<file path="src/rtl/csa_divider_32.sv">
// csa_divider_32: sequential unsigned restoring divider, one quotient bit per
// clock, with the trial subtraction built on a carry-select adder chain.

// csa_adder: carry-select adder built from 4-bit blocks. Each block
// precomputes its sum for carry-in 0 and 1, and the block carries then pick
// the right sum.
module csa_adder #(
  parameter int WIDTH = 32
) (
  input  logic [WIDTH-1:0] a,
  input  logic [WIDTH-1:0] b,
  input  logic             cin,
  output logic [WIDTH-1:0] sum,
  output logic             cout
);
  localparam int BLOCKS = WIDTH / 4;

  logic [BLOCKS-1:0][4:0] blk_sum0;
  logic [BLOCKS-1:0][4:0] blk_sum1;

  genvar g;
  generate
    for (g = 0; g < BLOCKS; g++) begin : g_blk
      assign blk_sum0[g] = {1'b0, a[4*g +: 4]} + {1'b0, b[4*g +: 4]};
      assign blk_sum1[g] = {1'b0, a[4*g +: 4]} + {1'b0, b[4*g +: 4]} + 5'd1;
    end
  endgenerate

  // Ripple the block carries through the select multiplexers.
  always_comb begin
    logic c;
    sum = '0;
    c   = cin;
    for (int i = 0; i < BLOCKS; i++) begin
      sum[4*i +: 4] = c ? blk_sum1[i][3:0] : blk_sum0[i][3:0];
      c             = c ? blk_sum1[i][4]   : blk_sum0[i][4];
    end
    cout = c;
  end
endmodule

module csa_divider_32 #(
  parameter int WIDTH = 32
) (
  input  logic             clk,
  input  logic             rst,
  input  logic             start,
  input  logic [WIDTH-1:0] dividend,
  input  logic [WIDTH-1:0] divisor,
  output logic             busy,
  output logic             done,
  output logic [WIDTH-1:0] quotient,
  output logic [WIDTH-1:0] remainder,
  output logic             div_by_zero
);
  localparam int CW = $clog2(WIDTH);

  typedef enum logic [1:0] {IDLE, RUN, DONE} state_t;

  state_t state;
  state_t state_next;

  logic [WIDTH-1:0] d_reg;
  logic [WIDTH-1:0] q_reg;
  // The restored partial remainder is always below the divisor, so its top
  // bit of the WIDTH+1-bit value is always zero and is not stored.
  logic [WIDTH-1:0] r_reg;
  logic [CW-1:0]    count;

  logic             accept;
  logic             last_step;
  logic [WIDTH:0]   shifted;
  logic [WIDTH-1:0] trial_low;
  logic             low_carry;
  logic             trial_carry;
  logic [WIDTH-1:0] r_next;
  logic [WIDTH-1:0] q_next;

  assign accept    = start && (state == IDLE || state == DONE);
  assign last_step = (count == CW'(WIDTH - 1));
  assign shifted   = {r_reg, q_reg[WIDTH-1]};

  csa_adder #(.WIDTH(WIDTH)) u_trial_add (
    .a    (shifted[WIDTH-1:0]),
    .b    (~d_reg),
    .cin  (1'b1),
    .sum  (trial_low),
    .cout (low_carry)
  );

  // Top-bit full adder of the trial subtraction: its b input is the
  // complemented zero extension (1), so the carry reduces to a | cin.
  assign trial_carry = shifted[WIDTH] | low_carry;
  assign r_next      = trial_carry ? trial_low : shifted[WIDTH-1:0];
  assign q_next      = {q_reg[WIDTH-2:0], trial_carry};

  assign busy = (state == RUN);
  assign done = (state == DONE);

  // State register.
  always_ff @(posedge clk) begin
    if (rst) state <= IDLE;
    else     state <= state_next;
  end

  // Next-state logic: a start is taken in IDLE and in the DONE cycle.
  always_comb begin
    state_next = state;
    case (state)
      IDLE, DONE: begin
        if (start) state_next = (divisor == '0) ? DONE : RUN;
        else       state_next = IDLE;
      end
      RUN:     if (last_step) state_next = DONE;
      default: state_next = IDLE;
    endcase
  end

  // Datapath: operand capture, one restoring step per RUN cycle, result hold.
  always_ff @(posedge clk) begin
    if (rst) begin
      d_reg       <= '0;
      q_reg       <= '0;
      r_reg       <= '0;
      count       <= '0;
      quotient    <= '0;
      remainder   <= '0;
      div_by_zero <= 1'b0;
    end else if (accept) begin
      d_reg       <= divisor;
      q_reg       <= dividend;
      r_reg       <= '0;
      count       <= '0;
      div_by_zero <= (divisor == '0);
      if (divisor == '0) begin
        quotient  <= '1;
        remainder <= dividend;
      end
    end else if (state == RUN) begin
      q_reg <= q_next;
      r_reg <= r_next;
      count <= count + CW'(1);
      if (last_step) begin
        quotient  <= q_next;
        remainder <= r_next;
      end
    end
  end
endmodule

</file>
<file path="config.mk">
export PLATFORM = sky130hd
export DESIGN_NAME = csa_divider_32
export DESIGN_NICKNAME = d
export VERILOG_FILES = /design/src/rtl/csa_divider_32.sv
export SDC_FILE = /design/constraint.sdc
export NUM_CORES = 1
export LEC_CHECK = 0
export ABC_AREA = 1
export BUFFER_PORTS_ARGS = -buffer_cell sky130_fd_sc_hd__buf_2
export CORE_ASPECT_RATIO = 1.25
export CORE_MARGIN = 1
export CORE_UTILIZATION = 46
export DETAILED_ROUTE_END_ITERATION = 10
export GPL_ROUTABILITY_DRIVEN = 1
export PLACE_DENSITY = 0.66
export SLEW_MARGIN = 20
export SYNTH_ARGS = -nofsm -noshare
export SYNTH_HDL_FRONTEND = slang
export SYNTH_SLANG_ARGS = --single-unit
export TNS_END_PERCENT = 30
</file>
<file path="constraint.sdc">
create_clock -name clk -period 3.5 [get_ports clk]
set_input_delay 0.35 -clock clk [delete_from_list [all_inputs] [get_ports clk]]
set_output_delay 0.35 -clock clk [all_outputs]
set_load 0.05 [all_outputs]
</file>
==> impl_results.md <==
* Fillers at 1842
* Die W at 128 um
* Starting density of the core at 47.0%
* Clock Latency Late Sink at 0.43 ns
* Core area at 19500 um^2
* # H-tree levels at 4
* Critical path's most frequent cell: nand2_4
* Share of cells above drive strength 1 at 23.0%
* Ports at 134
* DIE AREA at 20500 um^2
* CTS root buf: clkbuf_16
* Leak at 5.15 nW
* DIE HEIGHT at 160 um
* Worst-path fanout max at 8
* Cell variety after synth at 35
* Detailed Route Iter0 Violations at 678
* Max stage delay on crit path at 0.49 ns
* Worst-case clock buffer depth at 2
* Syn Area/Cell at 7.20 um^2
* Synth warn at 0
* Syn Nets at 1387
* Gr usage total at 23.7%
* Max_cap viols at 0
* Area growth syn-to-layout at 21.8%
* CTS buffer count at 17
* TritonCTS clock tree: yes
* Largest net degree at the start of global routing at 98
* Row count at 57
* I/O Buffers at 133
* Final slew viol count at 0
* Gate Count Post-Synth at 1271
* HPWL after DPL at 16700 um
* Non-filler cells, final at 1662
* Vias per inst at 5.27
* Post-route ant nets at 0
* CP Capture Type: flop
* Number of synthesized register bits at 168
* Netlist Area Pre-Place at 9150 um^2
* WL final at 25300 um
* Final Cycle Share at 98.5%
* CP max-delay cell: fa_1
* DP Area at 10000 um^2
* Dpl ws at 0.116 ns
* Clock Skew at 0.0146 ns
* Hold Buf Count CTS at 0
* Dpl cells at 1609
* Status: finished clean
* Nets at 1499
* Worst path buffer plus inverter count at 6
* Vias in the first global route at 7945
* Clock sink count at 168
* Register area share after synthesis at 36.8%
* DRC Markers at 0
* PwrDens at 616 nW/um^2
* GRT overflow at 0
* Post-route cell area at 11100 um^2
* Placer Congestion at 0.883
* Commonest non-fill, non-tap cell in the layout: nand2_1
* Antenna violations before repair at 1
* Avg WL per Cell at 15.2 um
* Final worst slack at 0.0513 ns
* Commonest non-fill, non-tap cells in the layout: nand2_1 (254), dfxtp_1 (164), a21oi_1 (153)
* CP required at 3.83 ns
* Crit path time final at 3.45 ns
* Setup CP Type: flop to flop
* RSZ-0062 raised after global routing: true
* Slew HR at 42.8%
* Fmax at 290 MHz
* Via count at 8763
* Crit path max-delay family: simple AND/OR/NAND/NOR gates
* CP Launch Type: flop
* Core Util, Final at 57.2%
* Worst min-delay path class: primary input to flop
* Final hold vios at 0
* Arrival @ worst endpoint at 3.78 ns
* Slew @ Worst Pin at 0.858 ns
* First-pass GRT wire length at 39100 um
* Peak supply drop at 0.478 mV
* Setup Viol. Count Final at 0
* First-pass iteration count of the detailed router at 5
* Clock transition at the registers of the reported paths at 0.08 ns
==> synthesized netlist by cell type <==
| library cell | number | area, um^2 |
|---|---|---|
| a21oi_1 | 166 | 831 |
| nand3_2 | 3 | 30.0 |
| nand3b_1 | 4 | 30.0 |
| nor2_4 | 1 | 11.3 |
| fa_1 | 8 | 160 |
| nand2_8 | 4 | 80.1 |
| nor3_1 | 3 | 15.0 |
| xnor2_1 | 15 | 131 |
| mux2_2 | 1 | 11.3 |
| nand2_4 | 5 | 56.3 |
| clkbuf_1 | 66 | 248 |
| dfxtp_1 | 168 | 3360 |
| nor2_1 | 43 | 161 |
| nor4_1 | 8 | 50.1 |
| nand2_2 | 24 | 150 |
| and3_1 | 1 | 6.26 |
| nor3b_1 | 1 | 7.51 |
| nand3_1 | 49 | 245 |
| inv_1 | 142 | 533 |
| a31oi_1 | 34 | 213 |
| nor2_2 | 1 | 6.26 |
| xor2_1 | 19 | 166 |
| o21ai_1 | 10 | 50.1 |
| nand4_1 | 37 | 231 |
| nand2_1 | 288 | 1080 |
| nand3_4 | 7 | 123 |
| a31oi_2 | 1 | 12.5 |
| buf_2 | 7 | 35.0 |
| o21ai_0 | 103 | 515 |
| or2_2 | 1 | 6.26 |
| clkinv_1 | 2 | 7.51 |
| buf_6 | 3 | 33.8 |
| a21o_1 | 4 | 30.0 |
| inv_2 | 1 | 3.75 |
| ha_1 | 41 | 513 |
==> per-stage QoR <==
stage	total power [mW]	hold slack, ns	TNS (ns)
finish	6.86	0.187	0
global route	7.24	0.197	-4.49
CTS	6.30	0.181	0
detailed placement	4.41	0.451	0
global placement	4.38	0.446	0
floorplan	3.91	0.435	0
==> worst reg2reg max path, stage by stage (launching register included) <==
cell	delay, ns
dfxtp_2	0.32
inv_2	0.06
ha_4	0.13
inv_2	0.03
fa_1	0.49
inv_1	0.08
ha_2	0.17
nand2_2	0.07
nor2_4	0.16
nand2_2	0.08
nand2_4	0.10
nand2_4	0.08
nand2_8	0.10
nand3_4	0.13
nand2_8	0.11
nand2_8	0.06
nand2_4	0.09
nand2_2	0.06
nand2_4	0.08
nand2_4	0.06
nand3_4	0.11
buf_4	0.15
clkbuf_16	0.16
nand4_1	0.13
nand2_1	0.11
nand2_1	0.06
nand2_1	0.12
inv_1	0.04
==> power breakdown <==
| part | internal [mW] | switching (mW) |
|---|---|---|
| logic | 1.13 | 1.80 |
| registers | 2.00 | 0.0566 |
| clock network | 0.976 | 0.900 |
| total | 4.11 | 2.75 |
==> cell families (layout without fill, tap and decap cells) <==
family / count (synthesis) / count (layout) / synth area share [%]
multiplexers: 1 / 1 / 0.123
adder cells (fa/ha/maj): 49 / 49 / 7.36
AND/OR/NAND/NOR: 480 / 480 / 25.0
other: 0 / 1 / 0
XOR/XNOR: 34 / 34 / 3.25
buffers and inverters: 221 / 346 / 9.41
AO/OA/AOI/OAI: 318 / 318 / 18.1
flip-flops: 168 / 168 / 36.8
==> final cells by class <==
type	count	area [um^2]	area share, %
antenna	1	2.50	0.0225
clock buffer	18	439	3.94
clock inverter	14	150	1.35
inverter	145	546	4.89
multi-input combinational	882	5230	46.9
sequential	168	3370	30.2
tap	265	332	2.97
timing repair buffer	169	1080	9.72
==> what timing repair did <==
| action | 4_1_cts | 5_1_grt |
|---|---|---|
| buffers inserted | 0 | 13 |
| setup endpoints to repair | 0 | 65 |
| resized for setup | 0 | 89 |
==> final timing paths <==
check	from	to	slack, ns	depth (start not counted)
min	divisor[0]	d_reg[0]	0.19	3
max reg2reg	d_reg[4]	r_reg[9]	0.05	27
min reg2reg	quotient[18]	quotient[18]	0.46	2
max	d_reg[4]	r_reg[9]	0.05	27
==> per-layer routing <==
metal | wire length, um | GRT usage, % | vias to the layer above
met5 | 0 | 0 | -
met2 | 12200 | 39.4 | 238
li1 | - | - | 4422
met1 | 11300 | 31.4 | 4061
met3 | 1140 | 3.22 | 42
met4 | 686 | 8.18 | 0
(Power assumes the default switching activity.)
